$ cat src/rtl/data_memory_sync_if.sv
// Request/response bus of the clocked MEM-stage data memory.
// A request transfers on a rising edge where req_valid && req_ready; its response
// is presented for exactly one cycle afterwards with resp_valid=1 and cannot be stalled.
interface data_memory_sync_if;
    logic        req_valid;
    logic        req_ready;
    logic [31:0] addr;
    logic        MemRead;
    logic        MemWrite;
    logic [1:0]  size;
    logic        unsigned_ld;
    logic [31:0] WriteData;
    logic        resp_valid;
    logic [31:0] ReadData;
    logic        err;

    modport master (
        output req_valid, addr, MemRead, MemWrite, size, unsigned_ld, WriteData,
        input  req_ready, resp_valid, ReadData, err
    );

    modport slave (
        input  req_valid, addr, MemRead, MemWrite, size, unsigned_ld, WriteData,
        output req_ready, resp_valid, ReadData, err
    );
endinterface

$ cat src/rtl/data_memory_sync.sv
// Clocked byte/half/word data memory with registered load data and an optional
// post-reset clear sweep. fsm_state: 0 = CLEAR, 1 = IDLE.
module data_memory_sync #(
    parameter int          DEPTH          = 32,
    parameter logic [31:0] BASE_ADDR      = 32'h0000_0000,
    parameter bit          CLEAR_ON_RESET = 1'b1
) (
    input  logic                clk,
    input  logic                reset,
    data_memory_sync_if.slave   bus,
    output logic                fsm_state
);
    localparam int IW = $clog2(DEPTH);

    typedef enum logic {ST_CLEAR = 1'b0, ST_IDLE = 1'b1} state_t;

    state_t        state;
    logic [IW-1:0] cnt;
    logic [31:0]   mem [DEPTH];

    logic [31:0]   offset;
    logic [31:0]   word_off;
    logic [1:0]    lane;
    logic [IW-1:0] idx;
    logic          out_of_range;
    logic          bad_size;
    logic          bad_align;
    logic          bad_op;
    logic          req_err;
    logic          accept;
    logic          do_store;
    logic [3:0]    be;
    logic [31:0]   wdata;
    logic [31:0]   rword;
    logic [7:0]    rbyte;
    logic [15:0]   rhalf;
    logic [31:0]   load_data;

    assign fsm_state = state;

    // Range check uses the full 32-bit offset; idx is only meaningful when in range.
    always_comb begin
        offset       = bus.addr - BASE_ADDR;
        word_off     = {2'b00, offset[31:2]};
        lane         = offset[1:0];
        idx          = offset[IW+1:2];
        out_of_range = (bus.addr < BASE_ADDR) || (word_off >= 32'(DEPTH));
        bad_size     = (bus.size == 2'b11);
        bad_align    = ((bus.size == 2'b01) && lane[0]) ||
                       ((bus.size == 2'b10) && (lane != 2'b00));
        bad_op       = bus.MemRead && bus.MemWrite;
        req_err      = out_of_range || bad_size || bad_align || bad_op;
        accept       = bus.req_valid && bus.req_ready;
        do_store     = accept && bus.MemWrite && !req_err;
    end

    always_comb begin
        be    = 4'b0000;
        wdata = bus.WriteData;
        case (bus.size)
            2'b00: begin
                be    = 4'b0001 << lane;
                wdata = {4{bus.WriteData[7:0]}};
            end
            2'b01: begin
                be    = lane[1] ? 4'b1100 : 4'b0011;
                wdata = {2{bus.WriteData[15:0]}};
            end
            2'b10:   be = 4'b1111;
            default: be = 4'b0000;
        endcase
    end

    always_comb begin
        rword     = mem[idx];
        rbyte     = rword[{lane, 3'b000} +: 8];
        rhalf     = lane[1] ? rword[31:16] : rword[15:0];
        load_data = '0;
        case (bus.size)
            2'b00:   load_data = bus.unsigned_ld ? {24'b0, rbyte} : {{24{rbyte[7]}}, rbyte};
            2'b01:   load_data = bus.unsigned_ld ? {16'b0, rhalf} : {{16{rhalf[15]}}, rhalf};
            2'b10:   load_data = rword;
            default: load_data = '0;
        endcase
    end

    // Single write port shared by the clear sweep and lane-enabled stores.
    always_ff @(posedge clk) begin
        if (!reset) begin
            if (state == ST_CLEAR) begin
                mem[cnt] <= '0;
            end else if (do_store) begin
                for (int k = 0; k < 4; k++) begin
                    if (be[k]) mem[idx][8*k +: 8] <= wdata[8*k +: 8];
                end
            end
        end
    end

    always_ff @(posedge clk) begin
        if (reset) begin
            state          <= CLEAR_ON_RESET ? ST_CLEAR : ST_IDLE;
            bus.req_ready  <= !CLEAR_ON_RESET;
            cnt            <= '0;
            bus.resp_valid <= 1'b0;
            bus.ReadData   <= '0;
            bus.err        <= 1'b0;
        end else begin
            bus.resp_valid <= accept;
            bus.err        <= accept && req_err;
            if (accept) begin
                bus.ReadData <= (bus.MemRead && !req_err) ? load_data : '0;
            end
            case (state)
                ST_CLEAR: begin
                    cnt <= cnt + 1'b1;
                    if (cnt == IW'(DEPTH - 1)) begin
                        state         <= ST_IDLE;
                        bus.req_ready <= 1'b1;
                    end
                end
                default: state <= ST_IDLE;
            endcase
        end
    end
endmodule

$ cat src/flat_wrapper.sv
// flat-port wrapper written by rule: the top's interface ports become plain ports
module data_memory_sync_flat 
#(
    parameter int          DEPTH          = 32,
    parameter logic [31:0] BASE_ADDR      = 32'h0000_0000,
    parameter bit          CLEAR_ON_RESET = 1'b1
)
  (clk, reset, fsm_state, bus_req_valid, bus_addr, bus_MemRead, bus_MemWrite, bus_size, bus_unsigned_ld, bus_WriteData, bus_req_ready, bus_resp_valid, bus_ReadData, bus_err);
  data_memory_sync_if bus_i ();
  input  logic clk;
  input  logic reset;
  output logic fsm_state;
  input wire logic [$bits(bus_i.req_valid)-1:0] bus_req_valid;
  input wire logic [$bits(bus_i.addr)-1:0] bus_addr;
  input wire logic [$bits(bus_i.MemRead)-1:0] bus_MemRead;
  input wire logic [$bits(bus_i.MemWrite)-1:0] bus_MemWrite;
  input wire logic [$bits(bus_i.size)-1:0] bus_size;
  input wire logic [$bits(bus_i.unsigned_ld)-1:0] bus_unsigned_ld;
  input wire logic [$bits(bus_i.WriteData)-1:0] bus_WriteData;
  output wire logic [$bits(bus_i.req_ready)-1:0] bus_req_ready;
  output wire logic [$bits(bus_i.resp_valid)-1:0] bus_resp_valid;
  output wire logic [$bits(bus_i.ReadData)-1:0] bus_ReadData;
  output wire logic [$bits(bus_i.err)-1:0] bus_err;
  assign bus_i.req_valid = bus_req_valid;
  assign bus_i.addr = bus_addr;
  assign bus_i.MemRead = bus_MemRead;
  assign bus_i.MemWrite = bus_MemWrite;
  assign bus_i.size = bus_size;
  assign bus_i.unsigned_ld = bus_unsigned_ld;
  assign bus_i.WriteData = bus_WriteData;
  assign bus_req_ready = bus_i.req_ready;
  assign bus_resp_valid = bus_i.resp_valid;
  assign bus_ReadData = bus_i.ReadData;
  assign bus_err = bus_i.err;
  data_memory_sync #(.DEPTH(DEPTH), .BASE_ADDR(BASE_ADDR), .CLEAR_ON_RESET(CLEAR_ON_RESET)) u_core (.clk(clk), .reset(reset), .bus(bus_i), .fsm_state(fsm_state));
endmodule
$ cat config.mk
export PLATFORM = sky130hd
export DESIGN_NAME = data_memory_sync_flat
export DESIGN_NICKNAME = d
export VERILOG_FILES = /design/src/rtl/data_memory_sync_if.sv /design/src/rtl/data_memory_sync.sv /design/src/flat_wrapper.sv
export SDC_FILE = /design/constraint.sdc
export NUM_CORES = 1
export LEC_CHECK = 0
export BUFFER_PORTS_ARGS = -buffer_cell sky130_fd_sc_hd__buf_2
export CAP_MARGIN = 20
export CORE_UTILIZATION = 50
export CTS_CLUSTER_SIZE = 24
export DETAILED_ROUTE_END_ITERATION = 10
export GPL_TIMING_DRIVEN = 0
export PLACE_DENSITY = 0.72
export SLEW_MARGIN = 40
export SYNTH_ARGS = -nofsm -noshare
export SYNTH_HDL_FRONTEND = slang
export SYNTH_SLANG_ARGS = --single-unit
$ cat constraint.sdc
create_clock -name clk -period 4 [get_ports clk]
set_clock_uncertainty 0.05 [all_clocks]
set_input_delay 0.2 -clock clk [delete_from_list [all_inputs] [get_ports clk]]
set_output_delay 0.2 -clock clk [all_outputs]
set_load 0.01 [all_outputs]
==> results.cfg <==
[run_status]
status = finished, final reports clean

[setup_path]
cp.depth = 10
path_delay_family = simple AND/OR/NAND/NOR gates
crit_start = bus_addr[21]
startpoint_type = input pin
rrSetupSlack_ns = 0.29
r2r_start = u_core.bus.req_ready$_SDFFE_PP0P_
crit_path_max_fanout = 10
max_stage_delay_ns = 0.70
critical_path_class = in -> reg
critPathCapture = u_core.mem[10][26]$_DFFE_PP_
worstRegToRegCells = 7
worst-path-buf-inv = 3
cpMaxStageDelayCell = nor3_2
cp.required_ns = 4.23
timing.rr.end = u_core.mem[10][26]$_DFFE_PP_
critPathArrivalTime_ns = 4.17
path_cells = buf_2 -> or4_1 -> nor4_4 -> o221ai_1 -> nor3_2 -> nand4_4 -> buf_4 -> mux2i_4 -> buf_4 -> nor3_2
endpoint_kind = register

[drt]
wl_per_cell_um = 31.65
viasPerCell = 6.455
dr.pass1.iters = 7
num_vias = 23850
antenna_left = 0
drt_iter0_drc = 3366
drc = 0
detail_route.wirelength_mm = 116.9

[clock_network]
clk_pin_slew_worst_paths_ns = 0.06
clockBufferDepth = 3
cts-buffers-inserted = 102
clock_sinks = 1065
htree_levels = 3
cts_tree = yes
clock_latency_ns = 0.68
cts-root-buf = clkbuf_16
post_cts_buffers = 0

[layout]
area_growth_syn_to_layout_pct = 16.03
drive_above_1_share_pct = 32.59
final_area_mm2 = 0.04983
nets = 2539
utilization_pct = 58.53
final_common_cell = edfxtp_1
layout_common_cells = edfxtp_1, mux4_2, mux2i_1

[logic_synthesis]
syn_area_per_cell_um2 = 19.38
synthCells = 2216
ys.flop_type = edfxtp_1
synthesis.nets = 2290
netlist_area_mm2 = 0.04295
synth_edf_count = 1024
ys_seq_area_share_pct = 73.51
synthDistinctLibCells = 61
synth_warnings = 0
async_reset_ff_share_pct = 0
synth-seq-cells = 1065

[global_route]
grt-ovfl-total = 0
grt_pass1_vias = 23730
grt_start_max_net_pins = 33
grt_pass1_wl_mm = 165.7
antenna_found_initial = 3
track_usage_pct = 27.02

[placed_design]
io_buffers = 100
place_area_mm2 = 0.04630
dp_slack_ns = -0.5769
gp_congestion = 1.025
place_hpwl_mm = 82.27

[sta]
finalWorstSetupSlack_ns = 0.05944
hold_viol = 0
maxSlewViolCount = 0
min_period_over_period_pct = 98.51
setup_violations = 0
hold_slack_ns = 0.05292
grt_setup_unrepaired = no
clock.fmax_mhz = 253.8
slew-limit-headroom_pct = 39.81
max_slew.worst_pin.slew_ns = 0.8979
fin_crit_ns = 3.941

[die]
std_cell_rows = 107
fp.coreArea_mm2 = 0.08515
dieArea_mm2 = 0.08707
fp.dieH_um = 295.1
start_util_pct = 50.44
io_pins = 108
die_w_um = 295.1

[power]
powerDensity_mw_per_mm2 = 455.6
max-vdd-ir-drop_v = 0.0004752
p_leak_nw = 18.24
finalPower_mw = 22.71

[worst_hold_path]
hold_class = in -> reg

[run]
maxCapViolations = 0
## per-layer routing
metal,vias to the layer above,GRT usage (%),part of all wire [%]
li1,9634,-,-
met1,12280,36.84,37
met3,286,7.630,13
met2,1653,41.58,46
met5,-,0,0
met4,0,10.32,4.0
## cells in the mapped netlist (3+ instances only)
master / count / area share (%)
a211oi_1: 3 / 0.052
a211oi_2: 8 / 0.23
a21oi_1: 84 / 0.98
a22oi_1: 81 / 1.4
a311oi_1: 14 / 0.29
and2_1: 11 / 0.16
buf_1: 10 / 0.087
buf_12: 3 / 0.14
buf_2: 29 / 0.34
buf_4: 20 / 0.35
buf_6: 24 / 0.63
clkbuf_1: 74 / 0.65
dfxtp_1: 41 / 1.9
edfxtp_1: 1024 / 72
mux2_2: 5 / 0.13
mux2i_1: 183 / 4.3
mux2i_4: 4 / 0.21
mux4_2: 231 / 12
nand2_1: 60 / 0.52
nand2b_1: 6 / 0.087
nand3_1: 5 / 0.058
nand3b_1: 4 / 0.070
nor2_1: 72 / 0.63
nor2b_1: 9 / 0.13
nor3_1: 130 / 1.5
nor4_1: 5 / 0.073
o211ai_1: 5 / 0.087
o21ai_1: 12 / 0.14
o22ai_1: 14 / 0.20
or4_4: 3 / 0.079
## sequential cells by signal, summed over array words and instances, names as in the netlist
name,flops
u_core.bus.resp_valid,1
u_core.cnt,5
u_core.fsm_state,1
u_core.bus.req_ready,1
u_core.mem,1024
u_core.bus.err,1
u_core.bus.ReadData,32
## cell type report
cell class                 instances  area [um^2]
tap                             1144         1431
antenna                            4        10.01
buffer                           161        983.4
fill                            6116        35310
inverter                           2        7.507
multi-input combinational        988        11540
timing repair buffer             145         1062
clock inverter                    66        513.0
clock buffer                     120         2714
sequential                      1065        31570
## where the power goes
group	switching [mW]	total, mW	internal (mW)
clock network	4.14	9.37	5.23
logic	0.828	1.23	0.398
registers	0.0148	12.1	12.1
total	4.98	22.7	17.7
## per-stage QoR
stage / std cells / setup TNS [ns]
final: 3695 / 0
after global routing: 3693 / 0
after CTS: 3691 / 0
after detailed placement: 3501 / -414.38
after global placement: 3460 / -1555.20
after floorplan: 2216 / 0
## how the worst min path moves through the flow
| stage | cells after the start | endpoint | slack (ns) | from |
|---|---|---|---|---|
| after floorplan | 2 | u_core.bus.ReadData[1]$_SDFFE_PP0P_ | 0.42 | u_core.bus.ReadData[1]$_SDFFE_PP0P_ |
| after global placement | 2 | u_core.bus.ReadData[0]$_SDFFE_PP0P_ | 0.43 | u_core.bus.ReadData[0]$_SDFFE_PP0P_ |
| after detailed placement | 2 | u_core.bus.ReadData[5]$_SDFFE_PP0P_ | 0.42 | u_core.bus.ReadData[5]$_SDFFE_PP0P_ |
| after CTS | 3 | u_core.mem[30][11]$_DFFE_PP_ | 0.02 | bus_WriteData[11] |
| after global routing | 3 | u_core.mem[30][11]$_DFFE_PP_ | 0.05 | bus_WriteData[11] |
| final | 3 | u_core.mem[30][11]$_DFFE_PP_ | 0.05 | bus_WriteData[11] |
## logic make-up (layout without fill, tap and decap cells)
kind of cell | after synthesis | count (layout) | share of synthesized area (%)
AOI/OAI and AO/OA | 235 | 235 | 3.697
xor gates and xnor gates | 3 | 3 | 0.06119
DFF | 1065 | 1065 | 73.51
adders and majority gates | 2 | 2 | 0.05826
buffers and inverters | 163 | 494 | 2.220
and+or+nand+nor | 325 | 325 | 3.738
other | 0 | 4 | 0
muxes | 423 | 423 | 16.72
## tightest hold or removal path, stage by stage
cell,delay [ns]
buf_2,0.12
nand2_1,0.10
a21oi_4,0.14
## what timing repair did
item,4_1_cts,5_1_grt
gates resized for setup,0,2
hold buffers,4,0
endpoints found under the hold margin,16,0
endpoints found under the setup margin,0,397
(Power assumes the default switching activity.)
